===== src/rtl/count_seq_pkg.sv =====
// Shared types and default sizing for the count sequencer.
package count_seq_pkg;

  typedef enum logic [1:0] {
    IDLE  = 2'b00,
    RUN   = 2'b01,
    PAUSE = 2'b10,
    DONE  = 2'b11
  } state_t;

  localparam int DEF_WIDTH    = 7;
  localparam int DEF_PRESCALE = 10;

endpackage


===== src/rtl/count_prescaler.sv =====
// Free-running divide-by-PRESCALE phase counter; tick marks the last phase.
module count_prescaler
#(
  parameter int PRESCALE = 10,
  parameter int PS_W     = 4
) (
  input  logic clk,
  input  logic rst,
  input  logic en,
  input  logic clr,
  output logic tick
);

  localparam logic [PS_W-1:0] PS_MAX = PS_W'(PRESCALE - 1);

  logic [PS_W-1:0] ps_reg;

  assign tick = en && (ps_reg == PS_MAX);

  always_ff @(posedge clk) begin
    if (rst) begin
      ps_reg <= '0;
    end else if (clr) begin
      ps_reg <= '0;
    end else if (en) begin
      ps_reg <= tick ? '0 : ps_reg + PS_W'(1);
    end
  end

endmodule


===== src/rtl/count_sequencer.sv =====
// Sequencer for a prescaled up-counter: start/stop/clear commands,
// one-shot or periodic terminal-count handling.
module count_sequencer
  import count_seq_pkg::*;
#(
  parameter int WIDTH    = DEF_WIDTH,
  parameter int PRESCALE = DEF_PRESCALE,
  parameter int PS_W     = 4
) (
  input  logic             clk,
  input  logic             rst,
  input  logic             start,
  input  logic             stop,
  input  logic             clear,
  input  logic             mode,
  input  logic [WIDTH-1:0] limit,
  output logic [WIDTH-1:0] count,
  output logic             running,
  output logic             done,
  output logic [1:0]       state
);

  state_t           state_reg, state_next;
  logic [WIDTH-1:0] count_reg, count_next;
  logic [WIDTH-1:0] limit_reg, limit_next;
  logic             done_reg, done_next;
  logic             running_reg;
  logic             start_load;
  logic             ps_en;
  logic             ps_clr;
  logic             tick;

  // stop outranks start, so a coincident stop also blocks a fresh load.
  assign start_load = !clear && !stop && start && (limit != '0) &&
                      ((state_reg == IDLE) || (state_reg == DONE));
  assign ps_clr     = clear || start_load;
  // Gating with stop keeps the prescaler phase frozen on the pausing edge.
  assign ps_en      = (state_reg == RUN) && !stop && !clear;

  count_prescaler #(
    .PRESCALE (PRESCALE),
    .PS_W     (PS_W)
  ) u_prescaler (
    .clk  (clk),
    .rst  (rst),
    .en   (ps_en),
    .clr  (ps_clr),
    .tick (tick)
  );

  always_comb begin
    state_next = state_reg;
    count_next = count_reg;
    limit_next = limit_reg;
    done_next  = 1'b0;
    if (clear) begin
      state_next = IDLE;
      count_next = '0;
    end else begin
      unique case (state_reg)
        IDLE, DONE: begin
          if (start_load) begin
            limit_next = limit;
            count_next = '0;
            state_next = RUN;
          end
        end
        RUN: begin
          if (stop) begin
            state_next = PAUSE;
          end else if (tick) begin
            if (count_reg >= limit_reg) begin
              done_next = 1'b1;
              if (mode) begin
                count_next = '0;
              end else begin
                state_next = DONE;
              end
            end else begin
              count_next = count_reg + WIDTH'(1);
            end
          end
        end
        PAUSE: begin
          if (start && !stop) begin
            state_next = RUN;
          end
        end
        default: state_next = IDLE;
      endcase
    end
  end

  always_ff @(posedge clk) begin
    if (rst) begin
      state_reg   <= IDLE;
      count_reg   <= '0;
      limit_reg   <= '0;
      done_reg    <= 1'b0;
      running_reg <= 1'b0;
    end else begin
      state_reg   <= state_next;
      count_reg   <= count_next;
      limit_reg   <= limit_next;
      done_reg    <= done_next;
      running_reg <= (state_next == RUN);
    end
  end

  assign count   = count_reg;
  assign running = running_reg;
  assign done    = done_reg;
  assign state   = state_reg;

endmodule


===== config.mk =====
export PLATFORM = sky130hd
export DESIGN_NAME = count_sequencer
export DESIGN_NICKNAME = d
export VERILOG_FILES = /design/src/rtl/count_seq_pkg.sv /design/src/rtl/count_prescaler.sv /design/src/rtl/count_sequencer.sv
export SDC_FILE = /design/constraint.sdc
export NUM_CORES = 1
export LEC_CHECK = 0
export CAP_MARGIN = 0
export CORE_MARGIN = 5
export CORE_UTILIZATION = 50
export DETAILED_ROUTE_END_ITERATION = 7
export PLACE_DENSITY = 0.74
export SYNTH_ARGS = -nofsm -noshare
export SYNTH_HDL_FRONTEND = slang
export SYNTH_SLANG_ARGS = --single-unit

===== constraint.sdc =====
create_clock -name clk -period 2.3 [get_ports clk]
set_clock_uncertainty 0.15 [all_clocks]
set_input_delay 0.23 -clock clk [delete_from_list [all_inputs] [get_ports clk]]
set_output_delay 0.23 -clock clk [all_outputs]
set_load 0.05 [all_outputs]

==> results of run 1 <==
worst max-delay path: cells and delay by family, from the launching register on:
kind / cells / cell delay [ps]
fa+ha+maj: 1 / 280
buf+inv: 2 / 240
simple gates: 3 / 530
flops: 1 / 370
compound gates: 3 / 530
final cells by class:
type                            instances  share of cell area (%)
Multi-Input combinational cell        113                    46.3
Inverter                               13                    3.01
Tap cell                               30                    2.32
Sequential cell                        22                    27.7
Timing Repair Buffer                   32                    18.4
Clock buffer                            4                    2.24
worst paths after layout:
| check | to | slack, ps | cells past startpoint | from |
|---|---|---|---|---|
| setup / recovery | state[1] | 150 | 9 | count[0] |
| hold / removal | count[6] | 360 | 2 | count[6] |
| hold reg to reg | count[6] | 360 | 2 | count[6] |
| setup reg to reg | state[1] | 150 | 9 | count[0] |
power breakdown:
| group | total (mW) | switching, mW | internal [mW] |
|---|---|---|---|
| clock | 0.211 | 0.114 | 0.0965 |
| sequential | 0.390 | 0.00303 | 0.387 |
| combinational | 0.112 | 0.0600 | 0.0522 |
metal layers:
metal / wire [um] / part of all wire, % / vias to the layer above / GRT usage [%]
met4: 20 / 0.71 / 0 / 6.01
met2: 1520 / 54 / 19 / 31.9
met1: 1180 / 42 / 545 / 20.1
li1: - / - / 587 / -
met5: 0 / 0 / - / 0
met3: 95 / 3.4 / 2 / 3.02
cells in the mapped netlist, drive strengths merged, types with 2 or more instances:
library cell / count / area share, %
xnor2: 2 / 1.4
ha: 12 / 12
nor4: 2 / 1.0
and2: 2 / 1.0
a21oi: 18 / 7.3
inv: 13 / 3.9
nor2: 26 / 7.9
nor2b: 2 / 1.0
nand3: 3 / 1.2
dfxtp: 22 / 36
nand2: 10 / 3.0
mux2i: 2 / 1.6
nor3b: 2 / 2.5
xor2: 3 / 2.1
o21ai: 9 / 3.9
or3: 5 / 2.5
nand2b: 2 / 1.0
kinds of logic (layout without fill, tap and decap cells):
family                   Yosys count  in the layout  share of synthesized area [%]
adder cells (fa/ha/maj)           12             12                           12.1
AO/OA/AOI/OAI                     35             35                           18.4
multiplexers                       2              2                           1.61
AND/OR/NAND/NOR                   59             59                           24.2
XOR/XNOR                           5              5                           3.53
flip-flops                        22             22                           35.5
buffers and inverters             15             49                           4.64
repair_timing:
item,CTS,global route
gates resized for setup,0,3
endpoints found under the setup margin,0,13
hold buffers,0,0
==> metrics, run 1 <==
PnR Total Power 0.713 mW; CP peak stage delay 370 ps; Clock Sink Count 22; die area 3580 sq um; syn nets 175; flop and latch count out of synthesis 22; Max clock buf depth 2; Synth Flop Type dfxtp_1; Setup TNS 0 ps; Min Clock Period, post-route 2150 ps; post-route cell area 1620 sq um; Startpoint Class flip-flop; Finish-stage setup viols 0; residual DRC count 0; clk slew on worst S/H paths 130 ps; commonest non-fill, non-tap cell in the layout nor2_1; Critical Path AT 2250 ps; initial antenna violation count 0; row count 18; gr usage total 17.5%; measured slew at the worst slew-check pin 513 ps; Layout Cells excl Fill 214; Fin Hold WS 363 ps; Worst Hold Class flip-flop to flip-flop; synth-to-layout area growth 30.7%; Root Buffer clkbuf_4; clock buffer count from CTS 3; Port Buf Inserts 23; final worst path period share 93.7%; vias in the first global route 1121; CP endpoint kind flip-flop; first-pass GRT wire length 4.80 mm; routed wire length 2.82 mm; routability-driven placement congestion ratio 0.956; Max FO, Critical Path 4; Crit Path Class flip-flop to flip-flop; Max-Cap Viols 0; largest net degree at the start of global routing 15; Placeable Area 2430 sq um; HPWL Detailed 2.28 mm; post-synthesis sequential area ratio 35.5%; Worst Path Required 2400 ps; layout cells sized above 1 15.8%; total number of vias 1153; Die H 59.8 um; cell leakage power 0.635 nW; vias per cell 5.39; TritonCTS clock tree yes; GRT overflow 0; status finished clean; Util after Layout 66.6%; Storage cell area 449 sq um; crit-path cells inv_1 > ha_1 > nor2b_1 > o21ai_0 > a21oi_2 > buf_4 > or3_1 > a21oi_1 > and2_1; max-slew violations 0; Cells after DPL 210; Mapped Area 1240 sq um; Cell Area, Placed 1580 sq um; fin nets 210; DR WL/cell 13.2 um; slew margin rel. 65.7%; Starting Density 51.0%; Routed Antenna Nets 0; drt pass-1 iters 4; Max Freq 464 MHz; Final WS setup 146 ps; Multi-input gate area 751 sq um; Avg Synthesized Cell Area 8.27 sq um; Peak supply drop 0.343 mV; number of synthesized flops with an enable pin 0; Hold Vio Cnt, Final 0; worst skew pair latency 300 ps; Post-CTS Setup Bufs 0; cell area power density 440 nW/um^2; FILL cells 208; Die W 59.8 um; diodes inserted 0; Synth warnings 0; RSZ-0062 raised after global routing false; Clock H-tree levels 1; I/O pin total 24; slowest stage cell, crit path dfxtp_2; DR iter-0 viols 34; synthesized instance count 150; Yosys cell types 34; worst slack, placed -152 ps; most frequent cells in the layout 25 x nor2_1, 23 x clkdlybuf4s50_1, 17 x a21oi_1; fraction of registers with async set/reset 0%
(Power assumes the default switching activity.)
==> inputs of run 2 (changes only) <==
--- a/config.mk
+++ b/config.mk
@@ -9,6 +9,7 @@
 export CORE_MARGIN = 5
 export CORE_UTILIZATION = 50
 export DETAILED_ROUTE_END_ITERATION = 7
+export GPL_ROUTABILITY_DRIVEN = 0
 export PLACE_DENSITY = 0.74
 export SYNTH_ARGS = -nofsm -noshare
 export SYNTH_HDL_FRONTEND = slang
==> results of run 2 <==
Same layout as run 1: the final DEF is identical, and so are final timing and power.
